File: config.mk
export PLATFORM = sky130hd
export DESIGN_NAME = uart_rx_fifo
export DESIGN_NICKNAME = d
export VERILOG_FILES = /design/src/rtl/uart_rx_fifo.sv
export SDC_FILE = /design/constraint.sdc
export NUM_CORES = 1
export LEC_CHECK = 0
export CAP_MARGIN = 25
export CORE_MARGIN = 3
export CORE_UTILIZATION = 40
export DETAILED_ROUTE_END_ITERATION = 8
export MAX_ROUTING_LAYER = met4
export PLACE_DENSITY = 0.57
export REMOVE_ABC_BUFFERS = 1
export SETUP_SLACK_MARGIN = 0.4
export SYNTH_ARGS = -nofsm -noshare
export SYNTH_HDL_FRONTEND = slang
export SYNTH_SLANG_ARGS = --single-unit
File: constraint.sdc
create_clock -name clk -period 6.8 [get_ports clk]
set_clock_uncertainty 0.1 [all_clocks]
set_input_delay 1.02 -clock clk [delete_from_list [all_inputs] [get_ports clk]]
set_output_delay 1.02 -clock clk [all_outputs]
set_load 0.1 [all_outputs]
File: src/rtl/uart_rx_fifo.sv
// 8N1 UART receiver feeding a 2**FifoDepthLog2-byte FIFO; define UART_RX_PARITY_EN for 8E1 with parityError.
// Byte is visible two cycles after stop-bit centre; when full and not popped, a new byte is dropped with an overrun pulse.
module uart_rx_fifo #(
    parameter int ClkFrequency  = 100_000_000,
    parameter int Baud          = 115200,
    parameter int Oversample    = 16,
    parameter int FifoDepthLog2 = 4
) (
    input  logic                   clk,
    input  logic                   rst,
    input  logic                   uartRx,
    output logic [7:0]             dataOut,
    output logic                   dataValid,
    input  logic                   dataReady,
    output logic [FifoDepthLog2:0] fifoCount,
    output logic                   overrun,
    output logic                   frameError
`ifdef UART_RX_PARITY_EN
    ,
    output logic                   parityError
`endif
);
    localparam int Div   = ClkFrequency / (Baud * Oversample);
    localparam int DivW  = (Div > 1) ? $clog2(Div) : 1;
    localparam int OsW   = $clog2(Oversample);
    localparam int Depth = 1 << FifoDepthLog2;

    typedef enum logic [2:0] {
        S_IDLE, S_START, S_DATA, S_STOP, S_WAIT_HIGH
`ifdef UART_RX_PARITY_EN
        , S_PARITY
`endif
    } state_t;

    logic [1:0]      r_sync;
    logic            w_rx_s;
    logic [DivW-1:0] r_div_cnt;
    logic            w_tick;

    state_t          r_state, w_state_nxt;
    logic [OsW-1:0]  r_os_cnt, w_os_nxt;
    logic [2:0]      r_bit_idx, w_bit_nxt;
    logic [7:0]      r_shift, w_shift_nxt;
    logic            r_push, w_push_nxt;
    logic            r_frame_err, w_fe_nxt;
    logic            w_mid, w_full_bit;
`ifdef UART_RX_PARITY_EN
    logic            r_par, w_par_nxt;
    logic            r_par_err, w_pe_nxt;
`endif

    logic [7:0]               r_mem [Depth];
    logic [FifoDepthLog2-1:0] r_wr_ptr, r_rd_ptr;
    logic [FifoDepthLog2:0]   r_count;
    logic                     r_overrun;
    logic                     w_pop, w_full, w_wr, w_ovr;

    always_ff @(posedge clk or posedge rst) begin
        if (rst) r_sync <= 2'b11;
        else     r_sync <= {r_sync[0], uartRx};
    end
    assign w_rx_s = r_sync[1];

    assign w_tick = (r_div_cnt == DivW'(Div - 1));
    always_ff @(posedge clk or posedge rst) begin
        if (rst)         r_div_cnt <= '0;
        else if (w_tick) r_div_cnt <= '0;
        else             r_div_cnt <= r_div_cnt + 1'b1;
    end

    assign w_mid      = w_tick && (r_os_cnt == OsW'(Oversample / 2 - 1));
    assign w_full_bit = w_tick && (r_os_cnt == OsW'(Oversample - 1));

    always_ff @(posedge clk or posedge rst) begin
        if (rst) begin
            r_state     <= S_IDLE;
            r_os_cnt    <= '0;
            r_bit_idx   <= '0;
            r_shift     <= '0;
            r_push      <= 1'b0;
            r_frame_err <= 1'b0;
`ifdef UART_RX_PARITY_EN
            r_par       <= 1'b0;
            r_par_err   <= 1'b0;
`endif
        end else begin
            r_state     <= w_state_nxt;
            r_os_cnt    <= w_os_nxt;
            r_bit_idx   <= w_bit_nxt;
            r_shift     <= w_shift_nxt;
            r_push      <= w_push_nxt;
            r_frame_err <= w_fe_nxt;
`ifdef UART_RX_PARITY_EN
            r_par       <= w_par_nxt;
            r_par_err   <= w_pe_nxt;
`endif
        end
    end

    always_comb begin
        w_state_nxt = r_state;
        w_os_nxt    = r_os_cnt;
        w_bit_nxt   = r_bit_idx;
        w_shift_nxt = r_shift;
        w_push_nxt  = 1'b0;
        w_fe_nxt    = 1'b0;
`ifdef UART_RX_PARITY_EN
        w_par_nxt   = r_par;
        w_pe_nxt    = 1'b0;
`endif
        if (w_tick) w_os_nxt = r_os_cnt + 1'b1;
        case (r_state)
            S_IDLE: begin
                w_os_nxt = '0;
                if (!w_rx_s) w_state_nxt = S_START;
            end
            S_START: if (w_mid) begin
                w_os_nxt  = '0;
                w_bit_nxt = '0;
                w_state_nxt = w_rx_s ? S_IDLE : S_DATA;
            end
            S_DATA: if (w_full_bit) begin
                w_os_nxt    = '0;
                w_shift_nxt = {w_rx_s, r_shift[7:1]};
                w_bit_nxt   = r_bit_idx + 3'd1;
`ifdef UART_RX_PARITY_EN
                if (r_bit_idx == 3'd7) w_state_nxt = S_PARITY;
`else
                if (r_bit_idx == 3'd7) w_state_nxt = S_STOP;
`endif
            end
`ifdef UART_RX_PARITY_EN
            S_PARITY: if (w_full_bit) begin
                w_os_nxt    = '0;
                w_par_nxt   = w_rx_s;
                w_state_nxt = S_STOP;
            end
`endif
            S_STOP: if (w_full_bit) begin
                w_os_nxt = '0;
                if (!w_rx_s) begin
                    // A broken stop bit outranks a parity failure.
                    w_fe_nxt    = 1'b1;
                    w_state_nxt = S_WAIT_HIGH;
                end else begin
`ifdef UART_RX_PARITY_EN
                    if (^{r_shift, r_par}) w_pe_nxt   = 1'b1;
                    else                   w_push_nxt = 1'b1;
`else
                    w_push_nxt = 1'b1;
`endif
                    w_state_nxt = S_IDLE;
                end
            end
            S_WAIT_HIGH: if (w_rx_s) w_state_nxt = S_IDLE;
            default: w_state_nxt = S_IDLE;
        endcase
    end

    assign w_pop  = dataReady && (r_count != '0);
    assign w_full = (r_count == (FifoDepthLog2 + 1)'(Depth));
    assign w_wr   = r_push && (!w_full || w_pop);
    assign w_ovr  = r_push && w_full && !w_pop;

    always_ff @(posedge clk or posedge rst) begin
        if (rst) begin
            for (int i = 0; i < Depth; i++) r_mem[i] <= 8'h00;
            r_wr_ptr  <= '0;
            r_rd_ptr  <= '0;
            r_count   <= '0;
            r_overrun <= 1'b0;
        end else begin
            if (w_wr) begin
                r_mem[r_wr_ptr] <= r_shift;
                r_wr_ptr        <= r_wr_ptr + 1'b1;
            end
            if (w_pop) r_rd_ptr <= r_rd_ptr + 1'b1;
            if (w_wr && !w_pop)      r_count <= r_count + 1'b1;
            else if (!w_wr && w_pop) r_count <= r_count - 1'b1;
            r_overrun <= w_ovr;
        end
    end

    assign dataOut    = r_mem[r_rd_ptr];
    assign dataValid  = (r_count != '0);
    assign fifoCount  = r_count;
    assign overrun    = r_overrun;
    assign frameError = r_frame_err;
`ifdef UART_RX_PARITY_EN
    assign parityError = r_par_err;
`endif
endmodule
==> results_dict.tcl <==
set metrics [dict create \
    outcome "complete, no violations" \
    cts_setup_buffers 0 \
    synth_xor_area_share_pct 1.53 \
    synth_top_family_by_area "multiplexers" \
    finalCriticalPeriod_ps 4610 \
    hold_class "register to register" \
    cts_tree "yes" \
    ios 20 \
    place_ws_ps 2570 \
    worst_setup_path_start_kind "register" \
    slew-limit-headroom_pct 34.7 \
    via_count 4558 \
    synth_edf_count 0 \
    slowest_stage "clkdlybuf4s50_1" \
    clock_latency_ps 430 \
    vdd_ir_drop_max_mv 0.171 \
    synth_common_cells "168 x dfrtp_1, 137 x mux2_2, 32 x mux4_2" \
    grt-ovfl-total 0 \
    dpl-instance-area_sq_mm 0.00842 \
    reg2reg_to "fifoCount[4]" \
    start_util_pct 41.0 \
    syn2layout_area_growth_pct 14.0 \
    htreeDepth 4 \
    synthCells 549 \
    min-delay-start "r_sync[0]" \
    hold_violations 0 \
    leakage_nw 4.16 \
    antenna_cells 0 \
    core_sq_mm 0.0195 \
    maxCapViolCount 0 \
    synthMuxAreaShare_pct 28.9 \
    critPathArrivalTime_ps 3490 \
    yosysWarnings 0 \
    r2r-start "fifoCount[0]" \
    crit_path_max_incr_delay_ps 980 \
    path_class "register to output pin" \
    syn_area_sq_mm 0.00800 \
    finalWorstSetupSlack_ps 2190 \
    fin_crit_sh_pct 67.9 \
    first_iter_violations 223 \
    synthSimpleGateAreaFrac_pct 7.59 \
    synth_area_leaders "dfrtp_1 53%, mux2_2 19%, mux4_2 9.0%" \
    synth_fa_ha_area_share_pct 2.44 \
    grt_pass1_vias 4701 \
    fillers 1726 \
    crit_path_end_kind "output pin" \
    drcViolationCount 0 \
    cts_hold_buf 0 \
    die_x_microns 147 \
    antenna_found_initial 0 \
    fmax_mhz 217 \
    gp_congestion 0.790 \
    async_flop_share_pct 100 \
    portBuffers 19 \
    cellPowerDensity_mw_per_mm2 231 \
    final_nets 581 \
    setup_tns_ps 0 \
    grt_use_total_pct 16.8 \
    fin_area_sq_mm 0.00912 \
    synth.most_common_cell "dfrtp_1" \
    die_area_sq_mm 0.0217 \
    hpwl_mm 11.1 \
    die_h_microns 147 \
    grt_pass1_wl_mm 27.3 \
    cts-root-buf "clkbuf_16" \
    wl_per_cell_microns 19.8 \
    min_path_cells 0 \
    cts.repair.resized 0 \
    finalSetupViolCount 0 \
    synth_compound_area_share_pct 4.14 \
    grt_setup_unrepaired "false" \
    r2r_slack_ps 3410 \
    layout-drive-gt1-share_pct 39.0 \
    clk_path_buf_depth 2 \
    cts_buffers 17 \
    tightest_slew_ps 976 \
    crit_fanout 19 \
    path_clk_slew_ps 70 \
    critical_path.cell_chain "buf_4 -> mux4_2 -> a22oi_1 -> nand2_1 -> clkdlybuf4s50_1" \
    utilization_pct 46.7 \
    reg2reg_depth 9 \
    via_per_inst 5.43 \
    slew_viol_final 0 \
    synth_top_area_share_pct 52.5 \
    synth_top_cell_by_area "dfrtp_1" \
    ys_seq_area_share_pct 53.2 \
    drtAntennaViolNets 0 \
    synth-main-ff-cell "dfrtp_1" \
    numClockSinks 170 \
    grt_max_degree 115 \
    hold-path-endpoint "r_sync[1]" \
    fp-row-count 51 \
    routed_wirelength_mm 16.6 \
    critical_path_buf_inv_count 2 \
    synth.distinct_cells 50 \
    dr.pass1.iters 4 \
    synth-seq-cells 170 \
    syn_avg_cell_area_sq_um 14.6 \
    path_delay_family "buffers and inverters" \
    required_ps 5680 \
]
## layout make-up
cell class,count,area (sq um),area share [%]
Timing Repair Buffer,24,268,2.94
Tap cell,265,332,3.64
Multi-Input combinational cell,339,3570,39.2
Clock inverter,12,196,2.15
Inverter,10,42.5,0.466
Sequential cell,170,4260,46.7
Clock buffer,19,453,4.97
## layout by cell type (no fill, tap or decap), types with 4 or more instances in the layout
master and count:
nor4b_4 4, ha_1 14, nand3_1 4, mux4_2 32, xnor2_1 11, dfrtp_1 167
nor2b_1 5, mux2_2 137, nor3_4 8, nand2_1 31, nor2_1 16, a21oi_1 5
inv_1 9, nand4_1 4, nor3_1 4, bufinv_16 5, clkdlybuf4s50_1 19, a22oi_1 16
clkbuf_16 17, o21ai_0 6
## report_power, final
group          switching (mW)  internal, mW
registers            0.000565          1.01
logic                  0.0202       0.00377
clock network           0.402         0.668
total                   0.423          1.68
## how the worst max path moves through the flow
stage	startpoint	to	slack, ps	cells past startpoint
after floorplan	rst	fifoCount[0]	1080	1
final	r_rd_ptr[0]	dataOut[7]	2190	5
after CTS	r_rd_ptr[0]	dataOut[1]	2090	5
after detailed placement	r_rd_ptr[0]	dataOut[1]	2570	5
after global placement	r_rd_ptr[0]	dataOut[1]	2540	5
after global routing	r_rd_ptr[0]	dataOut[7]	1910	5
## per-stage QoR
step,power [mW],hold WS (ps),std cells
after floorplan,1.05,245,519
after global routing,2.18,268,839
after global placement,1.05,247,806
final,2.11,257,839
after CTS,2.12,259,837
after detailed placement,1.06,249,806
## metal layers
layer	vias to the layer above	wire (microns)	track usage, %
li1	2054	-	-
met5	-	0	-
met4	0	139	3.49
met3	10	460	4.05
met1	2453	7830	22.9
met2	41	8210	26.0
## logic make-up (layout without fill, tap and decap cells)
group,count (synthesis),count (layout)
AOI/OAI and AO/OA,46,46
xor gates and xnor gates,14,14
adders and majority gates,15,15
buffers and inverters,40,65
DFF,170,170
muxes,174,174
and+or+nand+nor,90,90
## worst register-to-register path, stage by stage, from the launching register on
cell and delay [ps]:
dfrtp_1 460, or4_1 550, o21ai_1 320, ha_1 260, inv_1 140, fa_1 420, a21o_1 210, a2111oi_0 400
a31oi_1 90, a221o_1 330
## flip-flops by register name, indices dropped and copies added, names as in the netlist, 2 cells and up
name and flops:
r_bit_idx 3, r_rd_ptr 4, r_sync 2, r_div_cnt 6, r_wr_ptr 4, r_state 3
fifoCount 5, r_mem 128, r_shift 8, r_os_cnt 4
Power figures use the tool's default switching activity.
